===== config.mk =====
export PLATFORM = sky130hd
export DESIGN_NAME = jtag_tap_ctrl
export DESIGN_NICKNAME = d
export VERILOG_FILES = /design/src/rtl/jtag_tap_ctrl.sv
export SDC_FILE = /design/constraint.sdc
export NUM_CORES = 1
export LEC_CHECK = 0
export CAP_MARGIN = 20
export CORE_MARGIN = 8
export CORE_UTILIZATION = 50
export CTS_CLUSTER_DIAMETER = 40
export DETAILED_ROUTE_END_ITERATION = 10
export PLACE_DENSITY = 0.67
export SYNTH_ARGS = -nofsm -noshare
export SYNTH_HDL_FRONTEND = slang
export SYNTH_SLANG_ARGS = --single-unit
export TNS_END_PERCENT = 20

===== constraint.sdc =====
create_clock -name TCLK -period 6 [get_ports TCLK]
set_input_delay 0.6 -clock TCLK [delete_from_list [all_inputs] [get_ports TCLK]]
set_output_delay 0.6 -clock TCLK [all_outputs]
set_load 0.01 [all_outputs]

===== src/rtl/jtag_tap_ctrl.sv =====
// IEEE 1149.1 TAP controller. It holds the 16-state TAP FSM, the instruction
// register, and the BYPASS and IDCODE data registers. It also drives the strobes
// that control an external 33-bit test data register (TDRR).
module jtag_tap_ctrl #(
    parameter int unsigned          IR_WIDTH   = 4,
    parameter logic [31:0]          IDCODE_VAL = 32'h0000_0001,
    parameter logic [IR_WIDTH-1:0]  OP_IDCODE  = 4'b0001,
    parameter logic [IR_WIDTH-1:0]  OP_TDRR    = 4'b0010,
    parameter logic [IR_WIDTH-1:0]  OP_BYPASS  = 4'b1111
) (
    input  logic                TCLK,
    input  logic                TRESET,
    input  logic                TMS,
    input  logic                TDI,
    input  logic                TDRR_SO,
    output logic                TDO,
    output logic                TDO_EN,
    output logic                CaptureDR,
    output logic                ShiftDR,
    output logic                UpdateDR,
    output logic                TDRR_Enable,
    output logic                TDRR_SI,
    output logic [IR_WIDTH-1:0] IR_out
);

    // One-hot state encoding: each DR strobe is a single flop output, so it cannot glitch
    localparam logic [15:0] ST_TLR    = 16'h0001;
    localparam logic [15:0] ST_RTI    = 16'h0002;
    localparam logic [15:0] ST_SEL_DR = 16'h0004;
    localparam logic [15:0] ST_CAP_DR = 16'h0008;
    localparam logic [15:0] ST_SH_DR  = 16'h0010;
    localparam logic [15:0] ST_EX1_DR = 16'h0020;
    localparam logic [15:0] ST_PAU_DR = 16'h0040;
    localparam logic [15:0] ST_EX2_DR = 16'h0080;
    localparam logic [15:0] ST_UPD_DR = 16'h0100;
    localparam logic [15:0] ST_SEL_IR = 16'h0200;
    localparam logic [15:0] ST_CAP_IR = 16'h0400;
    localparam logic [15:0] ST_SH_IR  = 16'h0800;
    localparam logic [15:0] ST_EX1_IR = 16'h1000;
    localparam logic [15:0] ST_PAU_IR = 16'h2000;
    localparam logic [15:0] ST_EX2_IR = 16'h4000;
    localparam logic [15:0] ST_UPD_IR = 16'h8000;

    localparam logic [IR_WIDTH-1:0] IR_CAPTURE = IR_WIDTH'(2'b01);

    logic [15:0]         state_q, state_d;
    logic [IR_WIDTH-1:0] ir_sr_q, ir_sr_d;
    logic [IR_WIDTH-1:0] ir_q, ir_d;
    logic                byp_q, byp_d;
    logic [31:0]         idc_q, idc_d;
    logic                tdo_q, tdo_d;
    logic                tdo_en_q, tdo_en_d;

    logic in_tlr, in_cap_dr, in_sh_dr, in_upd_dr, in_cap_ir, in_sh_ir, in_upd_ir;
    logic sel_idcode, sel_tdrr, sel_bypass;

    assign in_tlr    = |(state_q & ST_TLR);
    assign in_cap_dr = |(state_q & ST_CAP_DR);
    assign in_sh_dr  = |(state_q & ST_SH_DR);
    assign in_upd_dr = |(state_q & ST_UPD_DR);
    assign in_cap_ir = |(state_q & ST_CAP_IR);
    assign in_sh_ir  = |(state_q & ST_SH_IR);
    assign in_upd_ir = |(state_q & ST_UPD_IR);

    // Any opcode other than IDCODE or TDRR selects the bypass register
    assign sel_idcode = (ir_q == OP_IDCODE);
    assign sel_tdrr   = (ir_q == OP_TDRR);
    assign sel_bypass = (ir_q == OP_BYPASS) || !(sel_idcode || sel_tdrr);

    assign CaptureDR   = in_cap_dr;
    assign ShiftDR     = in_sh_dr;
    assign UpdateDR    = in_upd_dr;
    assign TDRR_Enable = sel_tdrr;
    assign TDRR_SI     = TDI;
    assign IR_out      = ir_q;
    assign TDO         = tdo_q;
    assign TDO_EN      = tdo_en_q;

    // TAP next-state decode, steered by TMS
    always_comb begin
        state_d = ST_TLR;
        case (state_q)
            ST_TLR:    state_d = TMS ? ST_TLR    : ST_RTI;
            ST_RTI:    state_d = TMS ? ST_SEL_DR : ST_RTI;
            ST_SEL_DR: state_d = TMS ? ST_SEL_IR : ST_CAP_DR;
            ST_CAP_DR: state_d = TMS ? ST_EX1_DR : ST_SH_DR;
            ST_SH_DR:  state_d = TMS ? ST_EX1_DR : ST_SH_DR;
            ST_EX1_DR: state_d = TMS ? ST_UPD_DR : ST_PAU_DR;
            ST_PAU_DR: state_d = TMS ? ST_EX2_DR : ST_PAU_DR;
            ST_EX2_DR: state_d = TMS ? ST_UPD_DR : ST_SH_DR;
            ST_UPD_DR: state_d = TMS ? ST_SEL_DR : ST_RTI;
            ST_SEL_IR: state_d = TMS ? ST_TLR    : ST_CAP_IR;
            ST_CAP_IR: state_d = TMS ? ST_EX1_IR : ST_SH_IR;
            ST_SH_IR:  state_d = TMS ? ST_EX1_IR : ST_SH_IR;
            ST_EX1_IR: state_d = TMS ? ST_UPD_IR : ST_PAU_IR;
            ST_PAU_IR: state_d = TMS ? ST_EX2_IR : ST_PAU_IR;
            ST_EX2_IR: state_d = TMS ? ST_UPD_IR : ST_SH_IR;
            ST_UPD_IR: state_d = TMS ? ST_SEL_DR : ST_RTI;
            default:   state_d = ST_TLR;
        endcase
    end

    // Next values of the IR shift register and the two internal data registers
    always_comb begin
        ir_sr_d = ir_sr_q;
        byp_d   = byp_q;
        idc_d   = idc_q;
        if (in_cap_ir) begin
            ir_sr_d = IR_CAPTURE;
        end else if (in_sh_ir) begin
            ir_sr_d = {TDI, ir_sr_q[IR_WIDTH-1:1]};
        end
        if (sel_bypass) begin
            if (in_cap_dr) begin
                byp_d = 1'b0;
            end else if (in_sh_dr) begin
                byp_d = TDI;
            end
        end
        if (sel_idcode) begin
            if (in_cap_dr) begin
                idc_d = IDCODE_VAL;
            end else if (in_sh_dr) begin
                idc_d = {TDI, idc_q[31:1]};
            end
        end
    end

    // Next values of the active instruction and the TDO source mux
    always_comb begin
        ir_d     = ir_q;
        tdo_d    = tdo_q;
        tdo_en_d = 1'b0;
        if (in_tlr) begin
            ir_d = OP_IDCODE;
        end else if (in_upd_ir) begin
            ir_d = ir_sr_q;
        end
        if (in_sh_ir) begin
            tdo_d    = ir_sr_q[0];
            tdo_en_d = 1'b1;
        end else if (in_sh_dr) begin
            tdo_en_d = 1'b1;
            if (sel_tdrr) begin
                tdo_d = TDRR_SO;
            end else if (sel_idcode) begin
                tdo_d = idc_q[0];
            end else begin
                tdo_d = byp_q;
            end
        end
    end

    // Registers on the rising edge: FSM state and all shift registers
    always_ff @(posedge TCLK or posedge TRESET) begin
        if (TRESET) begin
            state_q <= ST_TLR;
            ir_sr_q <= '0;
            byp_q   <= 1'b0;
            idc_q   <= '0;
        end else begin
            state_q <= state_d;
            ir_sr_q <= ir_sr_d;
            byp_q   <= byp_d;
            idc_q   <= idc_d;
        end
    end

    // Registers on the falling edge: active instruction, TDO and TDO_EN
    always_ff @(negedge TCLK or posedge TRESET) begin
        if (TRESET) begin
            ir_q     <= OP_IDCODE;
            tdo_q    <= 1'b0;
            tdo_en_q <= 1'b0;
        end else begin
            ir_q     <= ir_d;
            tdo_q    <= tdo_d;
            tdo_en_q <= tdo_en_d;
        end
    end

endmodule


# Yosys cells after proc, flatten, opt, wreduce, memory -nomap -nowiden
# Index checks and enable logic that the tools add are counted.
# op_classes
n_eq_ne,19
mux,27
reduce_logical,12
# ops
operator,n
$pmux W16 S12,1
$mux W32,2
$mux W16,2
$mux W9,2
$eq A16 B1 Y1 const B,1
$eq A16 B10 Y1 const B,1
$eq A16 B11 Y1 const B,1
$eq A16 B12 Y1 const B,1
$eq A16 B13 Y1 const B,1
$eq A16 B14 Y1 const B,1
$eq A16 B15 Y1 const B,1
$eq A16 B16 Y1 const B,1
$eq A16 B2 Y1 const B,1
$eq A16 B3 Y1 const B,1
$eq A16 B4 Y1 const B,1
$eq A16 B5 Y1 const B,1
$eq A16 B6 Y1 const B,1
$eq A16 B7 Y1 const B,1
$eq A16 B8 Y1 const B,1
$eq A16 B9 Y1 const B,1
$mux W4,4
$mux W15,1
$mux W13,1
$mux W11,1
15 further kinds,28
# word_totals
regBits,59
out_inout_bits,11
elab_cells,65

# Depth between registers and ports, before layout
# Gate-level depths: netlist (run 1).
# depth
ltp_word,5
depth_mapped,6

==> results.md, run 1 <==
* Seq cells post-synth at 59
* Post-route DRC violation count at 0
* Max FO, Critical Path at 8
* 1st-iter DRT viols at 106
* Static leakage power at 1.317 nW
* Net Count, Synth at 296
* Area Overhead vs Synth at 12.90%
* Clock slew at the register clock pins of the worst setup and hold paths at 0.07 ns
* Routability Congestion at 0.8766
* Final non-filler cell area at 3153 sq um
* Pre-CTS WS at 0.9185 ns
* Port Buffers at 15
* Share of layout cells above drive strength 1 at 9.571%
* DR vias/cell at 5.376
* RSZ-0062 raised after global routing: no
* Worst-Skew Late Latency at 0.37 ns
* Die height at 90.74 um
* Die Span X at 90.74 um
* Number of global-route vias before repair at 2,019
* Synth area leader: dfrtp_1
* PD cells at 302.9 nW/um^2
* Initial Utilization at 51.35%
* Cell Rows at 27
* Primary FF master, synth: dfrtp_1
* Flip-flop and latch area at 1479 sq um
* Die ar. at 8233 sq um
* Post-synthesis sequential area ratio at 52.96%
* Area contributors post-synth: dfrtp_1, nand2b_1, o21ai_0
* Mapped Area at 2793 sq um
* Multi-input logic area at 1204 sq um
* Max_slew headroom at 36.08%
* Total GRT Usage at 14.30%
* Worst-Margin Slew at 0.9588 ns
* Clk root buf: clkbuf_8
* Count leader, synth: dfrtp_1
* CTS tree: built
* Router iterations before antenna repair at 4
* Final cell utilization of the core at 57.97%
* DR WL/cell at 14.27 um
* WHS at 0.4794 ns
* EDFF count, synth at 0
* PnR worst setup slack at 0.5831 ns
* WS Path Type: flop to output port
* Top cells by count, synth: dfrtp_1, o21ai_0, nand2_1
* Max rail drop VDD at 0.0001344 V
* Syn Inst Count at 291
* CORE AREA at 5439 sq um
* Worst setup path startpoint: IR_out[1]
* Async SR Flop Fraction at 100.0%
* Detail Placement HPWL at 3459 um
* Worst reg2reg startpoint: IR_out[1]
* CP required at 5.40 ns
* Antenna diodes at 0
* Final wirelength at 5352 um
* Filler instances at 483
* Num ports at 16
* TritonCTS buffer count at 9
* Initial antenna violation count at 0
* First-pass GRT wire length at 9591 um
* H-Tree Depth at 3
* Mapped Avg Cell Area at 9.597 sq um
* Yosys cell types at 43
* Critical Path AT at 4.82 ns
* Synth warn at 0
* Post-CTS Hold Fix Bufs at 0
* Worst Skew at 0.04803 ns
* Outcome: finished clean
* Congestion Overflow GR at 0
* Setup repair bufs after CTS at 0
* Post-route ant nets at 0
* Sink Count at 59
* Count of final max-slew check failures at 0
* Yosys top cell area share at 46.59%
* Placed Area at 2949 sq um
* Hold path startpoint: idc_q[7]
* CTS-repair resized insts at 0
* Final hold violation count at 0
* Largest net degree at the start of global routing at 64
* Post-route setup TNS at 0 ns
* Worst Setup Start Kind: flop
* Max-cap viol count at 0
* Final setup viols at 0
* DR vias at 2,016
* Crit end category: output port
* Fin nets at 303
* Clock buffer depth at 2
* Worst hold path class: flop to flop
[worst paths after layout]
check / slack, ns / depth (start not counted) / endpoint
setup / recovery: 0.58 / 2 / TDRR_Enable
hold / removal: 0.48 / 2 / idc_q[7]
setup reg to reg: 1.36 / 4 / idc_q[31]
hold reg to reg: 0.48 / 2 / idc_q[7]
max in group asynchronous: 1.97 / 2 / IR_out[0]
min in group asynchronous: 0.67 / 2 / idc_q[8]
[where the power goes]
part	switching (W)	internal, W	total, W
clock network	0.000160	0.000214	0.000374
logic	0.0000677	0.0000637	0.000131
registers	0.0000272	0.000422	0.000449
[cells by family after synthesis]
logic type,after synthesis,synth area share [%]
buffers and inverters,24,3.942
DFF,59,52.96
and+or+nand+nor,140,26.97
muxes,7,2.554
xor gates and xnor gates,9,2.823
AOI/OAI and AO/OA,52,10.75
[worst max-delay path, cell delays in order (launching register included)]
cell and delay (ns):
dfrtn_1 0.51, nor4b_1 0.36, clkdlybuf4s50_1 0.62
[per-stage QoR]
stage,total power [W],std cells
2_1_floorplan,0.0005566,291
6_report,0.0009550,375
4_1_cts,0.0009638,375
5_1_grt,0.001006,375
3_5_place_dp,0.0005882,359
3_3_place_gp,0.0005875,359
[metal layers]
metal  up-vias  global-route usage [%]  share of wire (%)  routed length, um
met1       957                   18.47                 47               2526
met4         0                   7.628                1.7                 92
li1       1005                       -                  -                  -
met3        10                   4.323                4.5                243
met5         -                       0                  0                  0
met2        44                   20.89                 47               2489
[placed cells by master, fill, tap and decap left out, drive strengths merged, types with 3 or more instances in the layout]
| master | synthesis | layout |
|---|---|---|
| clkdlybuf4s50 | 0 | 15 |
| nand2b | 34 | 34 |
| nand2 | 37 | 37 |
| a21oi | 3 | 3 |
| dfrtn | 5 | 5 |
| clkbuf | 16 | 12 |
| or4 | 7 | 7 |
| nor2 | 22 | 22 |
| xnor2 | 6 | 6 |
| mux2i | 6 | 6 |
| nand3 | 4 | 4 |
| inv | 3 | 3 |
| dfrtp | 52 | 52 |
| xor2 | 3 | 3 |
| o21ai | 38 | 38 |
| nor2b | 6 | 6 |
| nor4 | 10 | 10 |
| nor3 | 5 | 5 |
| or2 | 4 | 4 |
[state kept, by name (all words and copies together), names as in the netlist]
signal,flops
IR_out,4
TDO,1
ir_sr_q,4
TDO_EN,1
byp_q,1
state_q,16
idc_q,32
[cell type report]
class	instances	area share [%]
Timing Repair Buffer	17	5.238
Inverter	2	0.2381
Multi-Input combinational cell	208	38.17
Clock inverter	5	1.667
Clock buffer	12	4.921
Tap cell	72	2.857
Sequential cell	59	46.90
(Power assumes the default switching activity.)
==> inputs of run 2 (changes only) <==
--- a/config.mk
+++ b/config.mk
@@ -11,6 +11,7 @@
 export CTS_CLUSTER_DIAMETER = 40
 export DETAILED_ROUTE_END_ITERATION = 10
 export PLACE_DENSITY = 0.67
+export SLEW_MARGIN = 20
 export SYNTH_ARGS = -nofsm -noshare
 export SYNTH_HDL_FRONTEND = slang
 export SYNTH_SLANG_ARGS = --single-unit
==> results of run 2 <==
No change in the layout: final DEF, timing and power equal those of run 1.
